===== config.mk =====
export PLATFORM = sky130hd
export DESIGN_NAME = pocket_detector
export DESIGN_NICKNAME = d
export VERILOG_FILES = /design/src/rtl/billiard_pkg.sv /design/src/rtl/pocket_dist_cmp.sv /design/src/rtl/pocket_detector.sv
export SDC_FILE = /design/constraint.sdc
export NUM_CORES = 1
export LEC_CHECK = 0
export BUFFER_PORTS_ARGS = -buffer_cell sky130_fd_sc_hd__buf_2
export CORE_MARGIN = 2
export CORE_UTILIZATION = 25
export CTS_BUF_LIST = sky130_fd_sc_hd__clkbuf_16
export DETAILED_ROUTE_END_ITERATION = 6
export GPL_TIMING_DRIVEN = 1
export HOLD_SLACK_MARGIN = 0.06
export RECOVER_POWER = 50
export SLEW_MARGIN = 20
export SYNTH_ARGS = -nofsm -noshare
export SYNTH_HDL_FRONTEND = slang
export SYNTH_SLANG_ARGS = --single-unit

===== constraint.sdc =====
create_clock -name clk -period 12.3 [get_ports clk]
set_clock_uncertainty 0.2 [all_clocks]
set_input_delay 0.615 -clock clk [delete_from_list [all_inputs] [get_ports clk]]
set_output_delay 0.615 -clock clk [all_outputs]
set_load 0.05 [all_outputs]

===== src/rtl/billiard_pkg.sv =====
// Shared types and constants for the billiard table scoring logic.
package billiard_pkg;

  typedef enum logic [1:0] {IDLE, CHECK, EVAL, SCORED} state_t;

  localparam logic [2:0] POCKET_NONE = 3'd7;
  localparam int         NUM_POCKETS = 6;
  localparam int         COORD_W     = 11;

endpackage


===== src/rtl/pocket_dist_cmp.sv =====
// Combinational squared-distance test: hit when (cx-px)^2 + (cy-py)^2 < r_sq.
module pocket_dist_cmp (
  input  logic [11:0] centre_x,
  input  logic [11:0] centre_y,
  input  logic [11:0] pocket_x,
  input  logic [11:0] pocket_y,
  input  logic [24:0] r_sq,
  output logic        hit
);

  logic signed [11:0] dx;
  logic signed [11:0] dy;
  logic signed [23:0] dx_w;
  logic signed [23:0] dy_w;
  logic signed [23:0] dx_sq;
  logic signed [23:0] dy_sq;
  logic        [24:0] dist_sq;

  // Widen before squaring so the full signed product is kept; squares are never negative.
  always_comb begin
    dx      = centre_x - pocket_x;
    dy      = centre_y - pocket_y;
    dx_w    = 24'(dx);
    dy_w    = 24'(dy);
    dx_sq   = dx_w * dx_w;
    dy_sq   = dy_w * dy_w;
    dist_sq = {1'b0, dx_sq} + {1'b0, dy_sq};
    hit     = dist_sq < r_sq;
  end

endmodule


===== src/rtl/pocket_detector.sv =====
// Per-ball pocket detector: scans six pockets once per frame and latches a sticky score.
// Multi-frame dwell filtering is built only when POCKET_DWELL_FILTER_EN is defined.
module pocket_detector
  import billiard_pkg::*;
#(
  parameter int BALL_SIZE     = 16,
  parameter int TABLE_LEFT    = 32,
  parameter int TABLE_TOP     = 32,
  parameter int TABLE_RIGHT   = 607,
  parameter int TABLE_BOTTOM  = 447,
  parameter int POCKET_RADIUS = 12,
  parameter int DWELL_FRAMES  = 3
) (
  input  logic               clk,
  input  logic               reset,
  input  logic               frame_tick,
  input  logic [COORD_W-1:0] topLeftX,
  input  logic [COORD_W-1:0] topLeftY,
  input  logic               clear,
  output logic               ball_scored,
  output logic               scored_pulse,
  output logic [2:0]         pocket_id,
  output logic               busy
);

  localparam logic [11:0] HALF_BALL = 12'(BALL_SIZE / 2);
  localparam logic [11:0] LEFT_X    = 12'(TABLE_LEFT);
  localparam logic [11:0] MID_X     = 12'((TABLE_LEFT + TABLE_RIGHT) / 2);
  localparam logic [11:0] RIGHT_X   = 12'(TABLE_RIGHT);
  localparam logic [11:0] TOP_Y     = 12'(TABLE_TOP);
  localparam logic [11:0] BOTTOM_Y  = 12'(TABLE_BOTTOM);
  localparam logic [24:0] R_SQ      = 25'(POCKET_RADIUS * POCKET_RADIUS);
  localparam logic [2:0]  LAST_IDX  = 3'(NUM_POCKETS - 1);

  state_t      state, next_state;
  logic [11:0] centre_x, next_centre_x;
  logic [11:0] centre_y, next_centre_y;
  logic [2:0]  idx, next_idx;
  logic        hit_flag, next_hit_flag;
  logic [2:0]  hit_idx, next_hit_idx;
  logic        next_ball_scored;
  logic        next_scored_pulse;
  logic [2:0]  next_pocket_id;
  logic        score;
  logic [11:0] pocket_x;
  logic [11:0] pocket_y;
  logic        hit;

`ifdef POCKET_DWELL_FILTER_EN
  localparam logic [3:0] DWELL_TH = 4'(DWELL_FRAMES);
  logic [3:0] dwell_cnt, next_dwell_cnt;
  logic [2:0] last_pocket, next_last_pocket;
`else
  localparam int UNUSED_DWELL = DWELL_FRAMES;
`endif

  // Pocket geometry for the index currently being scanned: 0..2 top row, 3..5 bottom row.
  always_comb begin
    pocket_y = (idx < 3'd3) ? TOP_Y : BOTTOM_Y;
    case (idx)
      3'd0, 3'd3: pocket_x = LEFT_X;
      3'd1, 3'd4: pocket_x = MID_X;
      default:    pocket_x = RIGHT_X;
    endcase
  end

  pocket_dist_cmp u_cmp (
    .centre_x (centre_x),
    .centre_y (centre_y),
    .pocket_x (pocket_x),
    .pocket_y (pocket_y),
    .r_sq     (R_SQ),
    .hit      (hit)
  );

  always_comb begin
    next_state        = state;
    next_centre_x     = centre_x;
    next_centre_y     = centre_y;
    next_idx          = idx;
    next_hit_flag     = hit_flag;
    next_hit_idx      = hit_idx;
    next_ball_scored  = ball_scored;
    next_scored_pulse = 1'b0;
    next_pocket_id    = pocket_id;
    score             = 1'b0;
`ifdef POCKET_DWELL_FILTER_EN
    next_dwell_cnt    = dwell_cnt;
    next_last_pocket  = last_pocket;
`endif
    // clear re-arms from any state and swallows a coincident frame_tick.
    if (clear) begin
      next_state       = IDLE;
      next_centre_x    = '0;
      next_centre_y    = '0;
      next_idx         = '0;
      next_hit_flag    = 1'b0;
      next_hit_idx     = '0;
      next_ball_scored = 1'b0;
      next_pocket_id   = POCKET_NONE;
`ifdef POCKET_DWELL_FILTER_EN
      next_dwell_cnt   = '0;
      next_last_pocket = POCKET_NONE;
`endif
    end else begin
      case (state)
        IDLE: if (frame_tick) begin
          next_centre_x = {1'b0, topLeftX} + HALF_BALL;
          next_centre_y = {1'b0, topLeftY} + HALF_BALL;
          next_hit_flag = 1'b0;
          next_idx      = '0;
          next_state    = CHECK;
        end
        CHECK: begin
          if (hit && !hit_flag) begin
            next_hit_flag = 1'b1;
            next_hit_idx  = idx;
          end
          if (idx == LAST_IDX) next_state = EVAL;
          else                 next_idx   = idx + 3'd1;
        end
        EVAL: begin
`ifdef POCKET_DWELL_FILTER_EN
          if (hit_flag && hit_idx == last_pocket) begin
            next_dwell_cnt = (dwell_cnt == 4'd15) ? 4'd15 : dwell_cnt + 4'd1;
          end else if (hit_flag) begin
            next_dwell_cnt   = 4'd1;
            next_last_pocket = hit_idx;
          end else begin
            next_dwell_cnt   = '0;
            next_last_pocket = POCKET_NONE;
          end
          score = next_dwell_cnt >= DWELL_TH;
`else
          score = hit_flag;
`endif
          if (score) begin
            next_state        = SCORED;
            next_ball_scored  = 1'b1;
            next_pocket_id    = hit_idx;
            next_scored_pulse = 1'b1;
          end else begin
            next_state = IDLE;
          end
        end
        default: ;
      endcase
    end
  end

  always_ff @(posedge clk or posedge reset) begin
    if (reset) begin
      state        <= IDLE;
      centre_x     <= '0;
      centre_y     <= '0;
      idx          <= '0;
      hit_flag     <= 1'b0;
      hit_idx      <= '0;
      ball_scored  <= 1'b0;
      scored_pulse <= 1'b0;
      pocket_id    <= POCKET_NONE;
`ifdef POCKET_DWELL_FILTER_EN
      dwell_cnt    <= '0;
      last_pocket  <= POCKET_NONE;
`endif
    end else begin
      state        <= next_state;
      centre_x     <= next_centre_x;
      centre_y     <= next_centre_y;
      idx          <= next_idx;
      hit_flag     <= next_hit_flag;
      hit_idx      <= next_hit_idx;
      ball_scored  <= next_ball_scored;
      scored_pulse <= next_scored_pulse;
      pocket_id    <= next_pocket_id;
`ifdef POCKET_DWELL_FILTER_EN
      dwell_cnt    <= next_dwell_cnt;
      last_pocket  <= next_last_pocket;
`endif
    end
  end

  assign busy = (state == CHECK) || (state == EVAL);

endmodule

Word level (Yosys, flattened, before mapping)
Cells that the tools add are included.
{"block": "totals", "wordCells": 83, "ff_bits": 38, "output_inout_bits": 6, "in_bits": 26}
{"block": "op_classes", "n_eq_ne": 10, "muxes": 33, "mul": 2, "add_sub_neg": 6, "magnitude_cmp": 2, "reduce_logical": 21}
{"op": "two-way mux 12 bit", "count": 6}
{"op": "multiplier 12 x 12 -> 24 bit", "count": 2}
{"op": "two-way mux 3 bit", "count": 9}
{"op": "adder 24 x 24 -> 25 bit", "count": 1}
{"op": "< comparator 25 x 8 -> 1 bit (second input constant)", "count": 1}
{"op": "adder 11 x 4 -> 12 bit (second input constant)", "count": 2}
{"op": "one-hot mux 10 bit (2 select lines)", "count": 1}
{"op": "!= test 3 bit (second input constant)", "count": 4}
{"op": "nonzero test 2 bit", "count": 6}
{"op": "subtractor 12 x 10 -> 12 bit", "count": 1}
{"op": "subtractor 12 x 9 -> 12 bit", "count": 1}
{"op": "two-way mux 1 bit", "count": 9}
{"op": "two-way mux 9 bit", "count": 1}
{"op": "AND reduction 3 bit", "count": 3}
{"op": "two-way mux 2 bit", "count": 4}
{"op": "equality test 3 bit (second input constant)", "count": 2}
{"op": "one-hot mux 2 bit (3 select lines)", "count": 1}
{"op": "one-hot mux 3 bit (2 select lines)", "count": 1}
{"op": "AND reduction 2 bit", "count": 3}
{"op": "nonzero test 4 bit", "count": 1}
{"op": "OR reduction 2 bit", "count": 2}
{"op": "adder 3 x 1 -> 3 bit (second input constant)", "count": 1}
{"op": "equality test 3 x 1 -> 1 bit (second input constant)", "count": 1}
{"op": "equality test 3 x 2 -> 1 bit (second input constant)", "count": 1}
{"op": "other kinds (10)", "count": 10}

Longest topological paths before layout
Gate-level depths: netlist of the first run.
{"block": "depth", "word_depth": 11, "depth_mapped": 45, "depth_no_buf": 44}

By module
Synthesis of the first run repeated with hierarchy kept, for this count alone.
{"block": "unflattened", "hier_cells": 1609, "area_unflattened_um2": 14101.0}
{"mod": "pocket_dist_cmp", "cells_each": 1421, "area_per_inst_um2": 12181.7, "n_inst": 1}
{"mod": "pocket_detector", "cells_each": 188, "area_per_inst_um2": 1919.3, "n_inst": 1}

Worst setup path before layout of the first run
OpenSTA, ideal clock, no wires.
{"block": "synth_path", "kind": "register -> register", "from": "reg idx[0]", "to": "reg hit_idx[0]", "stages_incl_launch_ff": 44, "path_slack_ps": 2246, "t_required_ps": 11975, "synth_period_minus_slack_ps": 10054, "arrival_time_ps": 9729, "cell_sequence": "dfrtp_1 -> inv_1 -> ha_1 -> nor3_1 -> a22oi_1 -> clkbuf_1 -> ha_1 -> inv_1 -> ha_1 -> nor4_1 -> o21bai_1 -> a31oi_1 -> o21ai_0 -> a2111o_1 -> o311a_1 -> clkinv_1 -> nor2_1 -> fa_1 -> [8 not listed] -> ha_1 -> nor3_1 -> nor2_1 -> a31oi_1 -> a21oi_1 -> and4_1 -> a2111oi_0 -> a21oi_1 -> xnor2_1 -> ha_1 -> nand3_1 -> o31ai_1 -> a211oi_1 -> o21ai_0 -> or4_4 -> nor4_4 -> nand4_2 -> mux2i_1"}
{"block": "synth_between", "elab_chain_cells": 10}
{"item": "from (decl)", "line": "pocket_detector.sv:38", "rtl": "logic [2:0] idx, next_idx;"}
{"item": "from (signal assigned)", "line": "pocket_detector.sv:170", "rtl": "idx <= next_idx;"}
{"item": "equality test 3 x 1 -> 1 bit (tied with other cells)", "line": "pocket_detector.sv:60", "rtl": "case (idx)"}
{"item": "OR reduction 2 bit", "line": "pocket_detector.sv:60"}
{"item": "one-hot mux 10 bit (2 select lines)", "line": "pocket_detector.sv:60"}
{"item": "subtractor 12 x 10 -> 12 bit", "line": "pocket_dist_cmp.sv:21", "rtl": "dx = centre_x - pocket_x;"}
{"item": "multiplier 12 x 12 -> 24 bit", "line": "pocket_dist_cmp.sv:25", "rtl": "dx_sq = dx_w * dx_w;"}
{"item": "adder 24 x 24 -> 25 bit", "line": "pocket_dist_cmp.sv:27", "rtl": "dist_sq = {1'b0, dx_sq} + {1'b0, dy_sq};"}
{"item": "< comparator 25 x 8 -> 1 bit", "line": "pocket_dist_cmp.sv:28", "rtl": "hit = dist_sq < r_sq;"}
{"item": "logical AND 1 bit", "line": "pocket_detector.sv:115", "rtl": "if (hit && !hit_flag) begin"}
{"item": "nonzero test 2 bit (no line)"}
{"item": "AND reduction 2 bit (no line)"}
{"item": "to (signal assigned)", "line": "pocket_detector.sv:172", "rtl": "hit_idx <= next_hit_idx;"}
{"item": "to (decl)", "line": "pocket_detector.sv:40", "rtl": "logic [2:0] hit_idx, next_hit_idx;"}
Parallel ways exist; a longest one is shown, timed or not. The select of a mux whose other input is x is not followed.
A chain may end at the register's enable or synchronous reset.

Final worst setup path of the first run
Same ends and word-level chain as after synthesis.

==> metrics.md, run 1 <==
| Metric | Value |
|---|---|
| Layout cell share with drive strength beyond 1 | `5.22%` |
| M1 GR Usage | `14.8%` |
| Setup ws final | `1.24 ns` |
| Initial antenna violation count | `0` |
| Fin. max-slew vios | `39` |
| Port-buffer cells | `31` |
| Status | `finished, violations left` |
| Core area | `53600 um2` |
| Startpoint Class | `register` |
| Post-CTS Setup Repair Bufs | `0` |
| CTS sink count | `38` |
| I/O pins | `32` |
| Met2 usage | `19.5%` |
| Critical path's most frequent cell | `inv_1` |
| Adder-cell area share of the yosys netlist | `50.4%` |
| Max-Cap Viols | `1` |
| Syn Inst Count | `1563` |
| WL/cell | `12.9 um` |
| Pre-antenna DRT Iters | `5` |
| Row cnt | `85` |
| Final Hold Viols | `0` |
| Vias | `10198` |
| Slew HR | `-30.1%` |
| Number of fill cells in the layout | `just under 6000` |
| Starting DRC count in detailed routing | `425` |
| Total Wirelength | `between 20000 and 30000 um` |
| Seq/Total Area, Yosys | `7.07%` |
| Root Driver | `clkbuf_16` |
| Sum of negative setup slack | `0 ns` |
| Asr flop ratio synth | `100%` |
| # DRC | `0` |
| Fin util | `a little over a quarter` |
| Largest family of logic cells by synthesized area | `adder cells` |
| Die area | `~56000 um2` |
| Starting density of the core | `25.2%` |
| Compound-Gate Fraction of Synth Area | `10.2%` |
| Post-Synth Simple-Gate Area | `14.6%` |
| Clk Latency, worst-skew pair | `0.28 ns` |
| Violated checks | `capacitance limit, slew limit` |
| Layout area overhead | `9.08%` |
| Tmin final | `11.06 ns` |
| DP HPWL | `25700 um` |
| # nets final | `2014` |
| Longest Clk Path Bufs | `2` |
| EDFF count, synth | `0` |
| CP top delay family | `adder cells` |
| Die span in y | `236 um` |
| Post-Syn Nets | `1988` |
| Synth Area in XOR/XNOR | `under 10%` |
| CP Max Fanout | `12` |
| Post-DR vias/cell | `approximately 4.5` |
| CP required | `12.26 ns` |
| H-tree levels | `2` |
| Final ANT Viol Nets | `0` |
| Fin cells | `2286` |
| Crit Path Category | `register to register` |
| First-pass GRT wire length | `51500 um` |
| Worst path slowest cell | `a2111oi_0` |
| Vias in the first global route | `10849` |
| Met3 global-route usage | `0.726%` |
| Global Route Usage Sum | `10.9%` |
| Synthesized area | `13500 um2` |
| Largest net degree at the start of global routing | `42` |
| Cts bufs inserted | `5` |
| Post-place setup slack | `0.847 ns` |
| GPL Wtd Cong | `just under 0.9` |
| Die X | `236 um` |
| Final setup violation count | `0` |
| Worst Tran Pin Value | `1.95 ns` |
| Worst stage delay on the critical path | `0.63 ns` |
| CP arrival | `11.03 ns` |
| YS warnings | `0` |
| Worst hold path class | `register to register` |
| GRT overflow | `0` |
| Maximum clock rate | `90.4 MHz` |
| GR peak layer | `met2` |
| Netlist cell types | `69` |
| RSZ-0062 raised after global routing | `false` |
| CP Capture Type | `register` |
| Placed Cells | `between 2000 and 2500` |
| Period utilization | `between 80% and 90%` |
| Post-synthesis mux area share | `0.677%` |
| #FFs+latches synth | `38` |
| Crit path buffers/inverters | `7` |
| Top_reg_cell synth | `dfrtp_1` |
| CTS tree | `built` |
| Antenna diode count | `0` |
| Avg Cell Area, Syn | `about 8.6 um2` |
| Clk pin slew, worst setup/hold paths | `0.06 ns` |
-- logic make-up (layout without fill, tap and decap cells) --
| family | after synthesis | in the layout |
|---|---|---|
| muxes | 9 | 9 |
| and+or+nand+nor | 410 | 410 |
| AOI/OAI and AO/OA | 207 | 207 |
| buffers and inverters | 414 | 441 |
| xor gates and xnor gates | 86 | 86 |
| adders and majority gates | 399 | 399 |
| DFF | 38 | 38 |
-- Yosys cell counts, drive strengths merged, types with 2 or more instances --
cell / number / share of area, %
a211oi: 9 / 0.50
or4: 2 / 0.14
o21bai: 5 / 0.28
a31o: 4 / 0.26
nand3: 28 / 1.0
nand2: 119 / 3.3
a31oi: 9 / 0.46
a22o: 2 / 0.13
o211ai: 9 / 0.50
o41ai: 3 / 0.19
o211a: 2 / 0.15
xnor2: 67 / 4.3
nand2b: 30 / 1.4
or2: 15 / 0.70
a21o: 13 / 0.72
ha: 158 / 15
xor2: 19 / 1.2
nand3b: 4 / 0.22
o21a: 13 / 0.72
a32o: 2 / 0.15
fa: 241 / 36
inv: 379 / 11
nor2b: 14 / 0.65
a41oi: 4 / 0.26
a21boi: 4 / 0.22
dfstp: 3 / 0.58
a211o: 4 / 0.26
nor4: 5 / 0.34
mux2i: 8 / 0.59
clkbuf: 26 / 0.73
clkinv: 9 / 0.25
a21oi: 53 / 2.0
nand4: 6 / 0.32
and4: 2 / 0.15
a41o: 2 / 0.15
or3: 15 / 0.73
nor2: 113 / 3.1
and2: 9 / 0.42
o21ai: 42 / 1.6
and3: 17 / 0.79
dfrtp: 35 / 6.5
o31ai: 11 / 0.61
nor3: 28 / 1.0
o2111ai: 4 / 0.26
-- layout by cell type, fill, tap and decap left out, types with 5 or more instances in the layout --
| cell type | n |
|---|---|
| inv_1 | 378 |
| fa_1 | 241 |
| ha_1 | 158 |
| nand2_1 | 119 |
| nor2_1 | 113 |
| xnor2_1 | 67 |
| a21oi_1 | 52 |
| o21ai_0 | 41 |
| dfrtp_1 | 35 |
| buf_2 | 31 |
| nand2b_1 | 30 |
| nand3_1 | 28 |
| nor3_1 | 28 |
| xor2_1 | 19 |
| and3_1 | 17 |
| or2_2 | 15 |
| nor2b_1 | 14 |
| or3_1 | 14 |
| a21o_1 | 13 |
| o21a_1 | 13 |
| buf_4 | 13 |
| o31ai_1 | 11 |
| clkinv_1 | 10 |
| a211oi_1 | 9 |
| and2_1 | 9 |
| o211ai_1 | 9 |
| a31oi_1 | 8 |
| mux2i_1 | 8 |
| nand4_1 | 5 |
| o21bai_1 | 5 |
| clkbuf_16 | 5 |
-- final timing paths --
| kind | startpoint | end | slack [ns] | depth (start not counted) |
|---|---|---|---|---|
| max | idx[0] | hit_idx[0] | 1.24 | 42 |
| min | centre_y[3] | centre_y[3] | 0.29 | 2 |
| max reg2reg | idx[0] | hit_idx[0] | 1.24 | 42 |
| min reg2reg | centre_y[3] | centre_y[3] | 0.29 | 2 |
| max in group asynchronous | reset | centre_x[5] | 9.95 | 3 |
| min in group asynchronous | reset | centre_x[0] | 0.83 | 3 |
-- state kept, by name, summed over array words and instances (netlist names) --
| name | flops |
|---|---|
| centre_x | 12 |
| centre_y | 12 |
| hit_idx | 3 |
| idx | 3 |
| pocket_id | 3 |
| state | 2 |
| ball_scored | 1 |
| hit_flag | 1 |
| scored_pulse | 1 |
-- timing repair --
action / CTS / global route
hold buffers: 0 / 0
endpoints found under the setup margin: 0 / 4
gates resized for setup: 0 / 1
endpoints found under the hold margin: 0 / 0
-- layout make-up --
class / instances / area (um2) / area share, %
tap: 696 / 871 / 5.91
sequential: 38 / 955 / 6.48
clock buffer: 5 / 125 / 0.850
timing repair buffer: 45 / 256 / 1.74
clock inverter: 3 / 63.8 / 0.433
multi-input combinational: 1111 / 11000 / 74.7
inverter: 388 / 1460 / 9.89
-- through the flow --
stage | cell area [um2] | hold WS (ns)
after floorplan | 13500 | 0.250
after global placement | 14500 | 0.272
after detailed placement | 14500 | 0.282
after CTS | 14700 | 0.254
after global routing | 14700 | 0.322
final | 14700 | 0.290
-- metal layers --
layer	part of all wire, %	routed length [um]
met1	46	13600
met3	3.4	994
met2	50	14700
met5	0	0
met4	0.89	263
-- worst register-to-register path, delay by kind of cell (launching register included) --
family,cells,cell delay [ns]
compound gates,13,3.24
xor+xnor,1,0.16
fa+ha+maj,10,3.79
buf+inv,7,0.75
flops,1,0.47
mux,1,0.16
simple gates,10,2.16
Power of run 1 is not shown: default switching activity piles up to over one toggle a cycle in this logic, so the estimate is an artifact.
==> run 2, diff against run 1 <==
Settings changed: MAX_ROUTING_LAYER set to met4.
==> run 2 against run 1 <==
Compared with the run above: worst setup slack got worse by 0.037 ns; register-to-register slack got worse by 0.04 ns; largest cell class unchanged; fmax shrank 0.33%; wire length increased by 0.80%; the flow still finishes with violations (capacitance limit, slew limit); die area unchanged; clock-buffer cell count did not move; core utilization fell by 0.098 points; cell area down 0.36%.
==> metrics.md, run 2 (synthesis gave the netlist of run 1 again) <==
| Metric | Value |
|---|---|
| # DRC | `0 (unchanged)` |
| Die X | `236 um (unchanged)` |
| DP HPWL | `25600 um (was 25700 um)` |
| # nets final | `2014 (unchanged)` |
| Starting density of the core | `25.2% (unchanged)` |
| Die span in y | `236 um (unchanged)` |
| Worst path slowest cell | `a2111oi_0 (unchanged)` |
| Most common cell after layout, fill and taps aside | `inv_1 (unchanged)` |
| Total Wirelength | `29800 um (was 29600 um)` |
| Area occupied by multi-input gates | `11000 um2 (unchanged)` |
| CP arrival | `11.06 ns (was 11.03 ns)` |
| WL/cell | `13.0 um (was 12.9 um)` |
| Startpoint Class | `register (unchanged)` |
| Period utilization | `90.3% (was 90.0%)` |
| Final ANT Viol Nets | `0 (unchanged)` |
| Fin cells | `2286 (unchanged)` |
| Post-place setup slack | `0.932 ns (was 0.847 ns)` |
| H-tree levels | `2 (unchanged)` |
| Cts bufs inserted | `5 (unchanged)` |
| Max-Cap Viols | `1 (unchanged)` |
| GPL Wtd Cong | `0.887 (was 0.874)` |
| CP Max Fanout | `12 (unchanged)` |
| Root Driver | `clkbuf_16 (unchanged)` |
| Most frequent cells in the layout | `inv_1, fa_1, ha_1, nand2_1, nor2_1 (unchanged)` |
| Final setup violation count | `0 (unchanged)` |
| Final instance area | `14700 um2 (about the same)` |
| CP Capture Type | `register (unchanged)` |
| Longest Clk Path Bufs | `2 (unchanged)` |
| Post-DR vias/cell | `4.46 (about the same)` |
| Fin. max-slew vios | `39 (unchanged)` |
| Pre-antenna DRT Iters | `7 (was 5)` |
| Port-buffer cells | `31 (unchanged)` |
| Final Hold Viols | `0 (unchanged)` |
| Clk pin slew, worst setup/hold paths | `0.05 ns (was 0.06 ns)` |
| RSZ-0062 raised after global routing | `false (unchanged)` |
| I/O pins | `32 (unchanged)` |
| Status | `finished, violations left (unchanged)` |
| Global Route Usage Sum | `11.5% (was 10.9%)` |
| Violated checks | `capacitance limit, slew limit (unchanged)` |
| CTS tree | `built (unchanged)` |
| Worst Tran Pin Value | `2.04 ns (was 1.95 ns)` |
| Slew HR | `-36.3% (was -30.1%)` |
| CP required | `12.26 ns (about the same)` |
| Sum of negative setup slack | `0 ns (unchanged)` |
| Setup ws final | `1.20 ns (was 1.24 ns)` |
| Starting DRC count in detailed routing | `439 (was 425)` |
| CTS sink count | `38 (unchanged)` |
| Placed Area | `14500 um2 (unchanged)` |
| Row cnt | `85 (unchanged)` |
| Die area | `55900 um2 (unchanged)` |
| Maximum clock rate | `90.1 MHz (was 90.4 MHz)` |
| First-pass GRT wire length | `52400 um (was 51500 um)` |
| Vias in the first global route | `11138 (was 10849)` |
| Tmin final | `11.10 ns (was 11.06 ns)` |
| Core area | `53600 um2 (unchanged)` |
| Seq. cell area | `955 um2 (unchanged)` |
| Layout cell share with drive strength beyond 1 | `5.09% (was 5.22%)` |
| Hold Buf Count CTS | `0 (unchanged)` |
| Number of fill cells in the layout | `5824 (was 5840)` |
| Placed Cells | `2278 (unchanged)` |
| GRT overflow | `0 (unchanged)` |
| Worst hold path class | `register to register (unchanged)` |
| Largest regs | `centre_x (12), centre_y (12) (unchanged)` |
| Vias | `10202 (was 10198)` |
| Clk Latency, worst-skew pair | `0.28 ns (about the same)` |
| Antenna diode count | `0 (unchanged)` |
| Crit Path Category | `register to register (unchanged)` |
| Worst stage delay on the critical path | `0.65 ns (was 0.63 ns)` |
| Largest net degree at the start of global routing | `42 (unchanged)` |
| Layout area overhead | `8.69% (was 9.08%)` |
| Initial antenna violation count | `0 (unchanged)` |
-- run 2: layout make-up --
type                    instances  share of cell area (%)
clock buffers                   5                   0.853
clock inverters                 3                  0.0767
inverters                     388                    9.93
repair buffers                 45                    1.75
flip-flops and latches         38                    6.51
multi-input cells            1111                    75.0
well taps                     696                    5.94
-- run 2: routing by layer --
layer	track usage (%)	wire (um)	up-vias
met4	1.84	364	0
met5	-	0	-
met2	19.9	14600	153
li1	-	-	4955
met3	1.12	1040	27
met1	14.7	13800	5067
-- run 2: stage by stage --
stage | hold slack (ns) | util (%)
5_1_grt | 0.323 | 27.4
2_1_floorplan | 0.250 | -
6_report | 0.285 | 27.4
4_1_cts | 0.264 | 27.4
3_5_place_dp | 0.280 | 27.1
3_3_place_gp | 0.271 | 27.1
-- run 2: what timing repair did --
action,CTS,global route
setup endpoints to repair,0,4
setup buffers,0,0
gates resized for setup,0,1
-- run 2: final timing paths --
| check | from | endpoint | slack, ns | cells past startpoint |
|---|---|---|---|---|
| max in group asynchronous | reset | centre_y[7] | 9.86 | 3 |
| setup reg to reg | idx[1] | hit_idx[2] | 1.20 | 43 |
| min in group asynchronous | reset | centre_x[11] | 0.87 | 3 |
| hold reg to reg | centre_x[5] | centre_x[5] | 0.29 | 2 |
| hold / removal | centre_x[5] | centre_x[5] | 0.29 | 2 |
| setup / recovery | idx[1] | hit_idx[2] | 1.20 | 43 |
-- run 2: critical path, delay by kind of cell, from the launching register on --
family                   cells  cell delay [ns]
multiplexers                 1             0.16
AO/OA/AOI/OAI               14             3.36
buffers and inverters        7             0.74
XOR/XNOR                     2             0.35
adder cells (fa/ha/maj)     10             3.69
flip-flops                   1             0.45
AND/OR/NAND/NOR              9             2.02
Power of run 2 is left out for the same reason.
==> run 3, diff against run 2 <==
Settings changed: CELL_PAD_IN_SITES_DETAIL_PLACEMENT set to 1, CELL_PAD_IN_SITES_GLOBAL_PLACEMENT set to 1, PLACE_DENSITY_LB_ADDON set to 0.1.
==> run 3 against run 2 <==
Compared with the run above: the run still ends with capacitance limit, slew limit left; sequential cell count is the same; register-to-register slack better by 0.16 ns; first-iteration DRC count fell by 34%; worst hold slack gained 0.010 ns; cell count grew 0.35%; sequential share of layout area hardly changed; worst setup slack improved by 0.16 ns; core utilization is 0.20 points higher; via count increased by 0.64%; clock-buffer cell count did not move; cell area rose by 0.73%; critical path depth unchanged; critical path type unchanged; largest cell class unchanged.
==> metrics.md, run 3 (synthesis gave the netlist of run 1 again) <==
| Metric | Value |
|---|---|
| Tmin final | `10.94 ns (was 11.10 ns)` |
| Pre-antenna DRT Iters | `4 (was 7)` |
| Starting DRC count in detailed routing | `289 (was 439)` |
| CTS resizes | `0 (unchanged)` |
| Violated checks | `capacitance limit, slew limit (unchanged)` |
| CP Capture Point | `hit_idx[0] (was hit_idx[2])` |
| Starting density of the core | `25.2% (unchanged)` |
| Root Driver | `clkbuf_16 (unchanged)` |
| Port-buffer cells | `31 (unchanged)` |
| Most frequent cells in the layout | `inv_1, fa_1, ha_1, nand2_1, nor2_1 (unchanged)` |
| Final instance area | `14800 um2 (was 14700 um2)` |
| R2R Setup Slk | `1.36 ns (was 1.20 ns)` |
| Die span in y | `236 um (unchanged)` |
| Layout cell share with drive strength beyond 1 | `5.63% (was 5.09%)` |
| CP required | `12.27 ns (was 12.26 ns)` |
| Largest regs | `centre_x (12), centre_y (12) (unchanged)` |
| Longest Clk Path Bufs | `2 (unchanged)` |
| Fin. max-slew vios | `39 (unchanged)` |
| Worst stage delay on the critical path | `0.59 ns (was 0.65 ns)` |
| Sum of negative setup slack | `0 ns (unchanged)` |
| First-pass GRT wire length | `61900 um (was 52400 um)` |
| CP arrival | `10.91 ns (was 11.06 ns)` |
| Die X | `236 um (unchanged)` |
| Final ANT Viol Nets | `0 (unchanged)` |
| Clk pin slew, worst setup/hold paths | `0.06 ns (was 0.05 ns)` |
| Maximum clock rate | `91.4 MHz (was 90.1 MHz)` |
| Die area | `55900 um2 (unchanged)` |
| Post-DR vias/cell | `4.48 (was 4.46)` |
| Layout area overhead | `9.49% (was 8.69%)` |
| Status | `finished, violations left (unchanged)` |
| Clk Latency, worst-skew pair | `0.29 ns (was 0.28 ns)` |
| Final setup violation count | `0 (unchanged)` |
| Initial antenna violation count | `0 (unchanged)` |
| Worst hold path class | `register to register (unchanged)` |
| Worst R2R Path Depth | `43 (unchanged)` |
| Final Hold Viols | `0 (unchanged)` |
| Vias | `10267 (was 10202)` |
| CP Max Fanout | `12 (unchanged)` |
| I/O pins | `32 (unchanged)` |
| Reg2reg end | `hit_idx[0] (was hit_idx[2])` |
| Most common cell after layout, fill and taps aside | `inv_1 (unchanged)` |
| Max-Cap Viols | `1 (unchanged)` |
| GRT overflow | `0 (unchanged)` |
| # nets final | `2022 (was 2014)` |
| Hold Buf Count CTS | `0 (unchanged)` |
| Antenna diode count | `0 (unchanged)` |
| Largest net degree at the start of global routing | `42 (unchanged)` |
| Reg-to-reg startpoint | `idx[0] (was idx[1])` |
| CP Capture Type | `register (unchanged)` |
| RSZ-0062 raised after global routing | `false (unchanged)` |
| CP top delay family | `adder cells (unchanged)` |
| CTS tree | `built (unchanged)` |
| DP HPWL | `32800 um (was 25600 um)` |
| Row cnt | `85 (unchanged)` |
| Startpoint Class | `register (unchanged)` |
| Critical Path Stages | `43 (unchanged)` |
| GPL Wtd Cong | `0.774 (was 0.887)` |
| Placed Area | `14600 um2 (was 14500 um2)` |
| H-tree levels | `2 (unchanged)` |
| Crit Path Category | `register to register (unchanged)` |
| Crit path buffers/inverters | `8 (was 7)` |
| WL/cell | `16.2 um (was 13.0 um)` |
| # DRC | `0 (unchanged)` |
| Total Wirelength | `37200 um (was 29800 um)` |
| Slew HR | `-45.2% (was -36.3%)` |
| Cts bufs inserted | `5 (unchanged)` |
| Critical path's most frequent cell | `inv_1` |
| Worst path slowest cell | `a2111oi_0 (unchanged)` |
| Core area | `53600 um2 (unchanged)` |
| CP startpoint | `idx[0] (was idx[1])` |
| Worst Tran Pin Value | `2.18 ns (was 2.04 ns)` |
| Vias in the first global route | `11547 (was 11138)` |
| Global Route Usage Sum | `14.3% (was 11.5%)` |
| CTS sink count | `38 (unchanged)` |
| Period utilization | `88.9% (was 90.3%)` |
| Post-CTS Setup Repair Bufs | `0 (unchanged)` |
## run 3: cell count changes in the layout (fill, tap and decap cells not counted)
cell,previous run,this run
buf_4,13,21
bufinv_16,0,2
clkinv_1,12,10
a22oi_1,0,1
a22oi_2,1,0
## run 3: worst register-to-register path: cells and delay by family, from the launching register on
family,cells,cell delay (ns)
compound gates,13,2.95
flops,1,0.50
fa+ha+maj,10,3.77
simple gates,10,2.10
mux,1,0.16
buf+inv,8,0.94
xor+xnor,1,0.18
## run 3: routing by layer
layer | part of all wire, % | track usage, % | routed length [um] | up-vias
met3 | 0.93 | 0.269 | 346 | 9
li1 | - | - | - | 4956
met5 | 0 | - | 0 | -
met4 | 0.54 | 1.53 | 202 | 0
met2 | 50 | 24.7 | 18600 | 66
met1 | 49 | 19.5 | 18100 | 5236
## run 3: layout make-up
| type | count | area (um2) |
|---|---|---|
| Fill cell | 6398 | 38800 |
| Multi-Input combinational cell | 1111 | 11000 |
| Inverter | 388 | 1460 |
| Sequential cell | 38 | 955 |
| Tap cell | 696 | 871 |
| Timing Repair Buffer | 53 | 317 |
| Clock buffer | 5 | 125 |
| Clock inverter | 3 | 63.8 |
## run 3: how the worst min path moves through the flow
stage | from | endpoint | cells after the start
after global routing | centre_x[5] | centre_x[5] | 2
after global placement | centre_y[0] | centre_y[0] | 2
after floorplan | centre_x[0] | centre_x[0] | 2
after detailed placement | centre_y[3] | centre_y[3] | 2
after CTS | reset | centre_x[3] | 3
final | centre_x[5] | centre_x[5] | 2
## run 3: stage by stage
| step | utilization [%] | cells | setup WS [ns] | hold slack [ns] |
|---|---|---|---|---|
| finish | 27.6 | 2294 | 1.36 | 0.295 |
| global route | 27.6 | 2294 | 0.342 | 0.334 |
| CTS | 27.6 | 2294 | 1.15 | 0.274 |
| detailed placement | 27.2 | 2286 | 1.17 | 0.287 |
| global placement | 27.2 | 2286 | 1.41 | 0.275 |
| floorplan | - | 1563 | 2.25 | 0.250 |
Power of run 3 is left out for the same reason.
